`config.mk`:
```
export PLATFORM = sky130hd
export DESIGN_NAME = bcd_scan_display
export DESIGN_NICKNAME = d
export VERILOG_FILES = /design/src/rtl/bcd_scan_display.sv
export SDC_FILE = /design/constraint.sdc
export NUM_CORES = 1
export LEC_CHECK = 0
export BUFFER_PORTS_ARGS = -buffer_cell sky130_fd_sc_hd__buf_2
export CAP_MARGIN = 15
export CORE_MARGIN = 5
export CORE_UTILIZATION = 59
export DETAILED_ROUTE_END_ITERATION = 8
export GPL_TIMING_DRIVEN = 0
export PLACE_DENSITY = 0.87
export SLEW_MARGIN = 0
export SYNTH_ARGS = -nofsm -noshare
export SYNTH_HDL_FRONTEND = slang
export SYNTH_SLANG_ARGS = --single-unit
```
`constraint.sdc`:
```
create_clock -name clk -period 4.3 [get_ports clk]
set_clock_uncertainty 0.2 [all_clocks]
set_input_delay 0.645 -clock clk [delete_from_list [all_inputs] [get_ports clk]]
set_output_delay 0.645 -clock clk [all_outputs]
set_load 0.05 [all_outputs]
```
`src/rtl/bcd_scan_display.sv`:
```
// rtl/bcd_scan_display.sv - scanned 4-digit common-anode seven-segment driver for a BCD counter chain
// Held digits are decoded per slot, with leading-zero blanking and a blank interval at each slot start.
module bcd_scan_display #(
   parameter int SCAN_DIV  = 50000,
   parameter int BLANK_CYC = 2,
   parameter int BLANK_LZ  = 1
) (
   input  logic        clk,
   input  logic        clrn,
   input  logic [15:0] bcd_in,
   input  logic [3:0]  dp_in,
   input  logic        hold,
   output logic [3:0]  an,
   output logic [6:0]  seg,
   output logic        dp_n,
   output logic        tick
);

   localparam int CW = $clog2(SCAN_DIV);
   localparam logic [CW-1:0] CNT_MAX   = CW'(SCAN_DIV - 1);
   localparam logic [CW-1:0] BLANK_END = CW'(BLANK_CYC);

   logic [CW-1:0] cnt;
   logic [1:0]    slot;
   logic [15:0]   hold_bcd;
   logic [3:0]    hold_dp;

   logic [3:0] zero;
   logic [3:0] lz;
   logic [3:0] digit;
   logic       blanked;
   logic [6:0] seg_dec;

   always_comb begin
      for (int i = 0; i < 4; i++) begin
         zero[i] = (hold_bcd[4*i +: 4] == 4'd0);
      end
      // a digit is leading only if it and every digit above it are zero; digit 0 always shows
      lz = 4'b0000;
      if (BLANK_LZ != 0) begin
         lz[3] = zero[3];
         lz[2] = zero[3] & zero[2];
         lz[1] = zero[3] & zero[2] & zero[1];
      end
      digit   = hold_bcd[{slot, 2'b00} +: 4];
      blanked = lz[slot];
      case (digit)
         4'd0:    seg_dec = 7'h40;
         4'd1:    seg_dec = 7'h79;
         4'd2:    seg_dec = 7'h24;
         4'd3:    seg_dec = 7'h30;
         4'd4:    seg_dec = 7'h19;
         4'd5:    seg_dec = 7'h12;
         4'd6:    seg_dec = 7'h02;
         4'd7:    seg_dec = 7'h78;
         4'd8:    seg_dec = 7'h00;
         4'd9:    seg_dec = 7'h10;
         default: seg_dec = 7'h3F;
      endcase
   end

   always_ff @(posedge clk) begin
      if (clrn) begin
         cnt      <= '0;
         slot     <= 2'd0;
         hold_bcd <= 16'h0000;
         hold_dp  <= 4'h0;
         an       <= 4'hF;
         seg      <= 7'h7F;
         dp_n     <= 1'b1;
         tick     <= 1'b0;
      end else begin
         if (!hold) begin
            hold_bcd <= bcd_in;
            hold_dp  <= dp_in;
         end
         tick <= (cnt == CNT_MAX);
         if (cnt == CNT_MAX) begin
            cnt  <= '0;
            slot <= slot + 2'd1;
         end else begin
            cnt <= cnt + 1'b1;
         end
         // all anodes off at the start of each slot so the previous digit cannot ghost
         if (cnt < BLANK_END) begin
            an   <= 4'hF;
            seg  <= 7'h7F;
            dp_n <= 1'b1;
         end else begin
            an   <= ~(4'b0001 << slot);
            seg  <= blanked ? 7'h7F : seg_dec;
            dp_n <= blanked | ~hold_dp[slot];
         end
      end
   end

endmodule

```
# [Yosys cells after proc, flatten, opt, wreduce, memory -nomap -nowiden]
# Memory sizes are Yosys's and may differ from the RTL's. A register that Yosys moved wholly into a read port is not among the register bits.
# Index checks and enable logic that the tools add are counted.
[word_totals] memories=1 out_inout_bits=13 regBits=44 romBits=112 input_bits=23
[op_classes] n_bitwise=5 mux=4 n_lt_le_gt_ge=2 add_sub_neg=2 n_reduce_logical=6 shifts=2 n_eq_ne=1
[mem_list] memory="(no name shown)" words=16 width=7 rd=1 rd_clocked_by_memory_dff=1 wr=0 line_no="47" rtl="case (digit)"
[ops] op="adder 16 x 1 -> 16 bit (second input constant)" count=1
[ops] op="== test 16 bit (second input constant)" count=1
[ops] op="< comparator 16 x 2 -> 1 bit (second input constant)" count=1
[ops] op="indexed part select 16 x 5 -> 4 bit" count=1
[ops] op="zero test 4 bit" count=3
[ops] op="binary-select mux 1 bit (select 2 bit)" count=2
[ops] op="NOT 4 bit" count=1
[ops] op="OR reduction 2 bit" count=2
[ops] op="<< shifter 1 x 2 -> 4 bit (first input constant)" count=1
[ops] op="< comparator 2 x 3 -> 1 bit (second input constant)" count=1
[ops] op="OR reduction 3 bit" count=1
[ops] op="adder 2 x 1 -> 2 bit (second input constant)" count=1
[ops] op="AND 1 bit" count=2
[ops] op="2-to-1 mux 1 bit" count=2
[ops] op="NOT 1 bit" count=1
[ops] op="OR 1 bit" count=1

# [Logic depth before layout (Yosys ltp)]
[logic_depth] word_depth=6 mapped_depth=7 depth_no_buf=6

# [Least setup slack after synthesis]
# Ideal clock, no wire load.
[synth_timing] path_type="register to register" startpoint="reg slot[0]" endpoint="reg seg[3]" stages_incl_launch_ff=7 path_slack_ns=2.283 setup_ns=0.120 arrival_ns=1.697 path_buffers=1 required_ns=3.980 cell_sequence="dfxtp_1 > buf_2 > mux4_2 > ha_1 > o21bai_1 > a21oi_1 > or2_1"
[synth_between] elab_chain_len=3 elab_cells_between_ends=4 classes_between="1 x shift; 2 x mux; 1 x reduce/logical"
[synth_lines] element="from (decl)" line_no="24" rtl="logic [1:0] slot;"
[synth_lines] element="from (signal assigned)" line_no="80" rtl="slot <= slot + 2'd1;"
[synth_lines] element="parallel branches: the longest is 3 deep, another holds indexed part select 16 x 5 -> 4 bit"
[synth_lines] element="to (decl)" line_no="14" rtl="output logic [6:0] seg,"
# Parallel ways; which one is timed is not known. The select of a mux whose other input is x is not followed.
# A chain may end at the register's enable or synchronous reset.

# [Worst setup path after layout]
# Same ends and word-level chain as after synthesis.

==> flow_summary.toml <==
[run_status]
status = "complete, no violations"

[power_and_ir_drop]
ir_drop_v = 0.000247
power_density_mw_per_mm2 = 354
p_leak_nw = 1.00
total_power_uw = 903

[critical_path]
cp-start-kind = "flop"
path_max_fanout = 9
worst_ep_arrival_time_ns = 2.23
crit_type = "flop to flop"
crit_path_end_kind = "flop"
required_ns = 4.29

[logic_synthesis]
synth_top_family_by_area = "simple AND/OR/NAND/NOR gates"
synthAdderAreaFrac = 0.0563
synth_area_mm2 = 0.00222
synth_nets = 263
synth_ff_type = "dfxtp_1"
synthMuxAreaShare = 0.141
synthTopCellsByArea = "dfxtp_1 46%, mux2i_1 9.0%, nor2_1 6.2%, ha_1 5.6%, mux4_2 5.1%"
yosysTopAreaCell = "dfxtp_1"
yosysWarnings = 0
synth_edf_count = 0
synth_area_per_cell_um2 = 9.67
synth-compound-area-share = 0.0681
ys_seq_area_frac = 0.459
async_flop_share = 0
yosys.cell_count.top_type = "dfxtp_1"
synth-simple-area-share = 0.190
ys_ff_latch = 51
synth_top_area_frac = 0.459
yosys.area_share.xor_xnor = 0.0473
synth_common_cells = "51 x dfxtp_1, 37 x nor2_1, 20 x mux2i_1"
ys_types = 36
syn_inst = 230

[timing]
setup_tns_ns = 0
worst_pin_slew_ns = 0.677
hold_viol = 0
period_needed_ns = 2.24
fin_crit_sh = 0.521
fmax_mhz = 446
finalMaxSlewViolations = 0
finalSetupViolCount = 0
layout_setup_ws_ns = 2.06
rsz0062_at_grt = "false"
slew_headroom = 0.549

[global_routing]
grt_pass1_vias = 1656
track_usage = 0.179
grt_pass1_wl_mm = 7.33
grt_start_max_net_pins = 15
grt_overflow_total = 0
antenna_found_initial = 0

[floorplan]
initial_core_util = 0.607
core_mm2 = 0.00366
die_width_um = 71.4
die_area_mm2 = 0.00510
io_pins = 36
num_rows = 22
die_h_um = 71.4

[hold_path]
hp-class = "flop to flop"

[clock_tree]
clkTransAtPathRegs_ns = 0.08
clock_latency_ns = 0.30
cts_sinks = 51
clk_path_buf_depth = 2
cts_resized = 0
hold_buffers = 0
clock-root-buffer = "clkbuf_8"
cts_max_level = 2
tritoncts = "built"
post_cts_buffers = 0
cts_buffers = 5

[drt]
vias = 1712
viasPerCell = 5.37
wl_mm = 4.25
first_pass_iters = 4
drt_iter0_markers = 110
wl_per_cell_um = 13.3
drc = 0
ant_nets = 0

[job]
cap_violations = 0

[place]
gp_congestion = 0.839
hpwl_mm = 3.19
io_buffer_count = 33
dp_slack_ns = 1.98

[finish]
drive_gt1_frac = 0.188
synthToLayoutAreaGrowth_pct = 14.6
nNetsFinal = 303
antenna_cells = 0
==> critical path, stage by stage (launching register included) <==
cell and delay, ns:
dfxtp_1 0.35, buf_2 0.26, mux4_2 0.59, o21ai_0 0.22, o211ai_1 0.22, or2_1 0.29
==> power breakdown <==
part	internal [mW]	switching, mW	total (mW)
Clock	0.147	0.149	0.296
Sequential	0.492	0.0123	0.504
Combinational	0.0395	0.0640	0.104
==> layer usage <==
layer,GRT usage,part of all wire,up-vias
met5,0,0,-
met1,0.230,0.45,787
met4,0.0522,0.012,0
li1,-,-,875
met2,0.292,0.47,43
met3,0.0533,0.061,7
==> registers in the layout, summed over array words and instances, names as in the netlist <==
name	count
cnt	16
hold_bcd	16
an	4
hold_dp	4
tick	1
slot	2
seg	7
dp_n	1
==> cell families (layout without fill, tap and decap cells) <==
kind of cell	count (synthesis)	in the layout
buffers and inverters	22	63
and+or+nand+nor	86	86
DFF	51	51
AOI/OAI and AO/OA	24	24
adders and majority gates	10	10
xor gates and xnor gates	12	12
muxes	25	25
==> area by class of cell <==
type                            instances  area [um^2]
Inverter                               13         48.8
Clock buffer                            8          100
Timing Repair Buffer                   33          165
Buffer                                  9         36.3
Tap cell                               48         60.1
Fill cell                             297         1110
Sequential cell                        51         1020
Multi-Input combinational cell        157         1120
==> cell usage in the layout (no fill, tap or decap), types with 7 or more instances in the layout <==
master	count
buf_2	35
xnor2_1	11
clkbuf_8	7
ha_1	10
clkbuf_1	8
nor4_1	8
dfxtp_1	51
inv_1	13
mux2i_1	20
nor2_1	37
nand2_1	11
==> worst paths after layout <==
check	depth (start not counted)	start	slack, ns	to
setup / recovery	5	slot[0]	2.06	seg[3]
hold / removal	1	cnt[0]	0.28	cnt[0]
setup reg to reg	5	slot[0]	2.06	seg[3]
hold reg to reg	1	cnt[0]	0.28	cnt[0]
==> metrics by stage <==
stage	instances	utilization	area [um^2]	hold WS, ns
final	319	0.696	2550	0.278
after global routing	319	0.696	2550	0.328
after detailed placement	311	0.669	2450	0.267
after floorplan	230	-	2220	0.241
after global placement	311	0.669	2450	0.256
after CTS	319	0.696	2550	0.288
Power figures use the tool's default switching activity.
